--- config.mk ---
export PLATFORM = sky130hd
export DESIGN_NAME = demux_class_n
export DESIGN_NICKNAME = d
export VERILOG_FILES = /design/src/rtl/demux_class_n.sv
export SDC_FILE = /design/constraint.sdc
export NUM_CORES = 1
export LEC_CHECK = 0
export BUFFER_PORTS_ARGS = -buffer_cell sky130_fd_sc_hd__buf_4
export CAP_MARGIN = 20
export CORE_UTILIZATION = 59
export DETAILED_ROUTE_END_ITERATION = 10
export PLACE_DENSITY = 0.82
export SYNTH_ARGS = -nofsm -noshare
export SYNTH_HDL_FRONTEND = slang
export SYNTH_SLANG_ARGS = --single-unit
--- constraint.sdc ---
create_clock -name clk -period 2.9 [get_ports clk]
set_input_delay 0.435 -clock clk [delete_from_list [all_inputs] [get_ports clk]]
set_output_delay 0.435 -clock clk [all_outputs]
set_load 0.005 [all_outputs]
--- src/rtl/demux_class_n.sv ---
// demux_class_n: 1-to-N class demultiplexer with a show-ahead FIFO per lane.
// The class field of each input word picks the lane; lanes drain independently.
module demux_class_n #(
    parameter int DATA_W    = 10,
    parameter int CLASS_LSB = 8,
    parameter int CLASS_W   = 1,
    parameter int DEPTH     = 4,
    parameter int AF_LEVEL  = 3,
    parameter int HOLD_LAST = 1,
    localparam int N_OUT    = 2 ** CLASS_W
) (
    input  logic                      clk,
    input  logic                      reset,
    input  logic [DATA_W-1:0]         data_in,
    input  logic                      valid_in,
    output logic                      ready_in,
    output logic [N_OUT*DATA_W-1:0]   data_out,
    output logic [N_OUT-1:0]          valid_out,
    input  logic [N_OUT-1:0]          pop,
    output logic [N_OUT-1:0]          almost_full,
    output logic [N_OUT-1:0]          full,
    output logic [N_OUT-1:0]          pop_err
);

    localparam int PTR_W = $clog2(DEPTH);
    localparam int CNT_W = PTR_W + 1;

    logic [CLASS_W-1:0] sel;

    assign sel      = data_in[CLASS_LSB +: CLASS_W];
    // Acceptance depends only on registered occupancy, never on pop.
    assign ready_in = !full[sel];

    for (genvar i = 0; i < N_OUT; i++) begin : g_lane
        logic [DATA_W-1:0] mem [DEPTH];
        logic [PTR_W-1:0]  wr_ptr;
        logic [PTR_W-1:0]  rd_ptr;
        logic [CNT_W-1:0]  cnt;
        logic              perr;
        logic              push;
        logic              pop_ok;
        logic [DATA_W-1:0] head;

        assign push   = valid_in && !full[i] && (sel == CLASS_W'(i));
        assign pop_ok = pop[i] && valid_out[i];
        assign head   = mem[rd_ptr];

        assign valid_out[i]   = (cnt != '0);
        assign full[i]        = (cnt == CNT_W'(DEPTH));
        assign almost_full[i] = (cnt >= CNT_W'(AF_LEVEL));
        assign pop_err[i]     = perr;

        // Storage array; stale contents are harmless once pointers reset.
        always_ff @(posedge clk) begin
            if (push) begin
                mem[wr_ptr] <= data_in;
            end
        end

        // Pointers, occupancy and the sticky empty-pop flag.
        always_ff @(posedge clk) begin
            if (reset) begin
                wr_ptr <= '0;
                rd_ptr <= '0;
                cnt    <= '0;
                perr   <= 1'b0;
            end else begin
                if (push) begin
                    wr_ptr <= wr_ptr + 1'b1;
                end
                if (pop_ok) begin
                    rd_ptr <= rd_ptr + 1'b1;
                end
                if (pop[i] && !valid_out[i]) begin
                    perr <= 1'b1;
                end
                if (push && !pop_ok) begin
                    cnt <= cnt + 1'b1;
                end else if (!push && pop_ok) begin
                    cnt <= cnt - 1'b1;
                end
            end
        end

        if (HOLD_LAST != 0) begin : g_hold
            logic [DATA_W-1:0] last;

            // Capture each popped word so an idle lane keeps showing it.
            always_ff @(posedge clk) begin
                if (reset) begin
                    last <= '0;
                end else if (pop_ok) begin
                    last <= head;
                end
            end

            assign data_out[i*DATA_W +: DATA_W] = valid_out[i] ? head : last;
        end else begin : g_zero
            assign data_out[i*DATA_W +: DATA_W] = valid_out[i] ? head : '0;
        end
    end

endmodule

==> summary.txt <==
Pwr
  • Clock Power Share: 0.360
  • Switching power: between 1500 and 2000 µW
  • VDD IR max: approximately 650 µV
  • P per Cell Area: a little over 1000 nW/µm²
  • Leak Pwr: 0.00217 µW
  • Reg power frac: 0.368
  • Internal: roughly 4300 µW
  • Sw frac: 0.270
  • Combinational power share: 0.272

Route
  • Routed Antenna Nets: 0
  • Drt first-iter violations: approximately 170
  • Drt drc: 0
  • Via count: roughly 2900
  • Drt first pass iters: 5
  • Total routed wirelength: ~9600 µm
  • Vias per cell: between 5 and 6
  • Routed wire length per instance: roughly 19 µm

STA
  • Slew Viols, Final: 0
  • Final period util: 0.919
  • Max Fclk: about 380 MHz
  • Final Critical Period: between 2 and 3 ns
  • Worst slew margin: 0.593
  • Smallest hold slack: 0.161 ns
  • Final Hold Fails: 0
  • Clock Skew: ~0.0056 ns
  • RSZ-0062 raised after global routing: false
  • Worst-margin pin slew: 0.606 ns
  • Final setup violation count: 0
  • Setup TNS: 0 ns

Run status
  • Outcome: finished clean

Clock tree
  • H-tree Lvls: 4
  • TritonCTS clock tree: built
  • Sinks on Clock Net: 120
  • Setup Buffers After CTS: 0
  • Root buf cell: clkbuf_8
  • Clock Latency Late Sink: 0.52 ns
  • Post_cts resized: 0
  • Clock buffer depth: 2
  • Clock-pin slew on the worst setup and hold paths: roughly 0.06 ns
  • CTS Buf Count: 17
  • CTS Hold Bufs: 0

Placed design
  • DP Wirelength: a little under 6000 µm
  • Port bufs: 43
  • Dpl cells: around 470
  • Area after DPL: 5240 µm²
  • Gpl congestion: ~0.73

Global route
  • M2 GR Usage: 0.385
  • GR Util met1: 0.334
  • Grt total ovfl: 0
  • Top Usage Layer GRT: met2
  • Overall Global Routing Usage: 0.252
  • Initial antenna violation count: 0
  • Largest net degree at the start of global routing: 39
  • First-pass GRT wire length: 15300 µm
  • Met3 Track Usage GR: 0.0608
  • Vias in the first global route: 2913

Final layout
  • Non-Filler Instances: approximately 500
  • # diodes: 0
  • Fin area: slightly below 6000 µm²
  • Nets: 409
  • Commonest cells after routing, fill and taps aside: 80 x edfxtp_1, 49 x buf_4, 41 x nand2_1
  • Layout cells sized above 1: 0.306
  • Syn-to-layout area delta: 20.5%
  • Most common cell after layout, fill and taps aside: edfxtp_1

Setup path
  • Crit. End Element: primary output
  • Cell Chain, Critical Path: nor3_1, buf_4, mux2_2, buf_4
  • Worst Setup SP: g_lane[0].cnt[0]
  • Max FO, Critical Path: 8
  • Critical path arrival: around 2.2 ns
  • Crit-path most repeated cell: buf_4
  • Required time worst endpoint: between 2 and 2.5 ns
  • Crit path kind: reg -> out
  • Flop2flop setup slack: 0.48 ns
  • Critical Path Start Type: register
  • Crit-path max cell delay: around 0.53 ns
  • FF-to-FF Start: g_lane[1].cnt[0]
  • CP max-delay cell: nor3_1

Synth
  • Syn Nets: between 300 and 400
  • Seq/Total Area, Yosys: 0.660
  • Post-synth EDFFs: 80
  • Register bit total from synthesis: 120
  • Synth Instances: between 300 and 400
  • Top_reg_cell synth: edfxtp_1
  • Synthesized area: approximately 4900 µm²
  • Mean Syn Cell Area: roughly 15 µm²
  • Yosys Warn Count: 0
  • Asr flop ratio synth: 0
  • Netlist cell types: 30

Hold path
  • Hold_sp: pop[1]
  • Tightest Hold Check Type: in -> reg

Die
  • Die height: a little over 90 µm
  • Initial Utilization: 0.618
  • DIE WIDTH: about 93 µm
  • Cell Rows: 32
  • Die ar.: 8590 µm²
  • Core area: 7850 µm²
  • IO Count: 44

Flow run
  • Max_cap viols: 0
## registers in the layout, summed over array words and instances, names as in the netlist, named ones only
name	count
g_lane.cnt	6
g_lane.g_hold.last	20
g_lane.mem	80
g_lane.perr	2
g_lane.rd_ptr	4
g_lane.wr_ptr	4
## cells in the mapped netlist (4+ instances only)
| library cell | n | area [µm²] |
|---|---|---|
| a21oi_1 | 31 | 155 |
| and3_1 | 8 | 50.1 |
| buf_4 | 6 | 45.0 |
| clkbuf_1 | 6 | 22.5 |
| dfxtp_1 | 40 | 801 |
| edfxtp_1 | 80 | 2400 |
| ha_1 | 10 | 125 |
| inv_1 | 12 | 45.0 |
| mux2_2 | 20 | 225 |
| mux4_2 | 20 | 450 |
| nand2_1 | 41 | 154 |
| nand3_1 | 4 | 20.0 |
| nor2_1 | 13 | 48.8 |
| o21ai_0 | 8 | 40.0 |
| or3_1 | 4 | 25.0 |
| xor2_1 | 4 | 35.0 |
## logic make-up after synthesis
| kind of cell | share of synthesized area |
|---|---|
| mux | 0.143 |
| buf+inv | 0.0340 |
| simple gates | 0.0709 |
| flops | 0.660 |
| xor+xnor | 0.0108 |
| compound gates | 0.0469 |
| fa+ha+maj | 0.0340 |
## path summary, 6_finish.rpt
kind / depth (start not counted) / end
worst min-delay path: 3 / g_lane[1].perr
worst max-delay path: 4 / data_out[5]
worst max register to register: 9 / g_lane[1].cnt[2]
worst min register to register: 2 / g_lane[1].g_hold.last[5]
## power by group through the flow
stage / combinational, µW / sequential (µW) / clock [µW]
detailed placement: 1590 / 2190 / 0
finish: 1600 / 2170 / 2120
global placement: 1560 / 2180 / 0
global route: 1750 / 2190 / 2220
CTS: 1620 / 2170 / 2140
floorplan: 1060 / 2150 / 0
## through the flow
stage | worst slack, ns | util | power (µW)
final | 0.234 | 0.745 | 5890
after global routing | 0.0711 | 0.745 | 6160
after detailed placement | 0.576 | 0.668 | 3780
after CTS | 0.204 | 0.745 | 5930
after global placement | 0.671 | 0.668 | 3740
after floorplan | 0.752 | - | 3210
## worst max-delay path: cells and delay by family (launching register included)
kind                   cells  cell delay, ns
buffers and inverters      2            0.44
DFF                        1            0.37
muxes                      1            0.36
and+or+nand+nor            1            0.53
## final cells by class
| type | instances | area [µm²] |
|---|---|---|
| Timing Repair Buffer | 49 | 368 |
| Fill cell | 457 | 2000 |
| Tap cell | 102 | 128 |
| Multi-Input combinational cell | 180 | 1490 |
| Sequential cell | 120 | 3200 |
| Inverter | 14 | 55.1 |
| Clock buffer | 18 | 428 |
| Clock inverter | 14 | 180 |
## routing by layer
metal  share of wire  vias up  routed length [µm]
li1                -     1321                   -
met1            0.42     1408                4020
met2            0.49      104                4750
met3           0.062       21                 595
met4           0.026        0                 251
met5               0        -                   0
(Power assumes the default switching activity.)
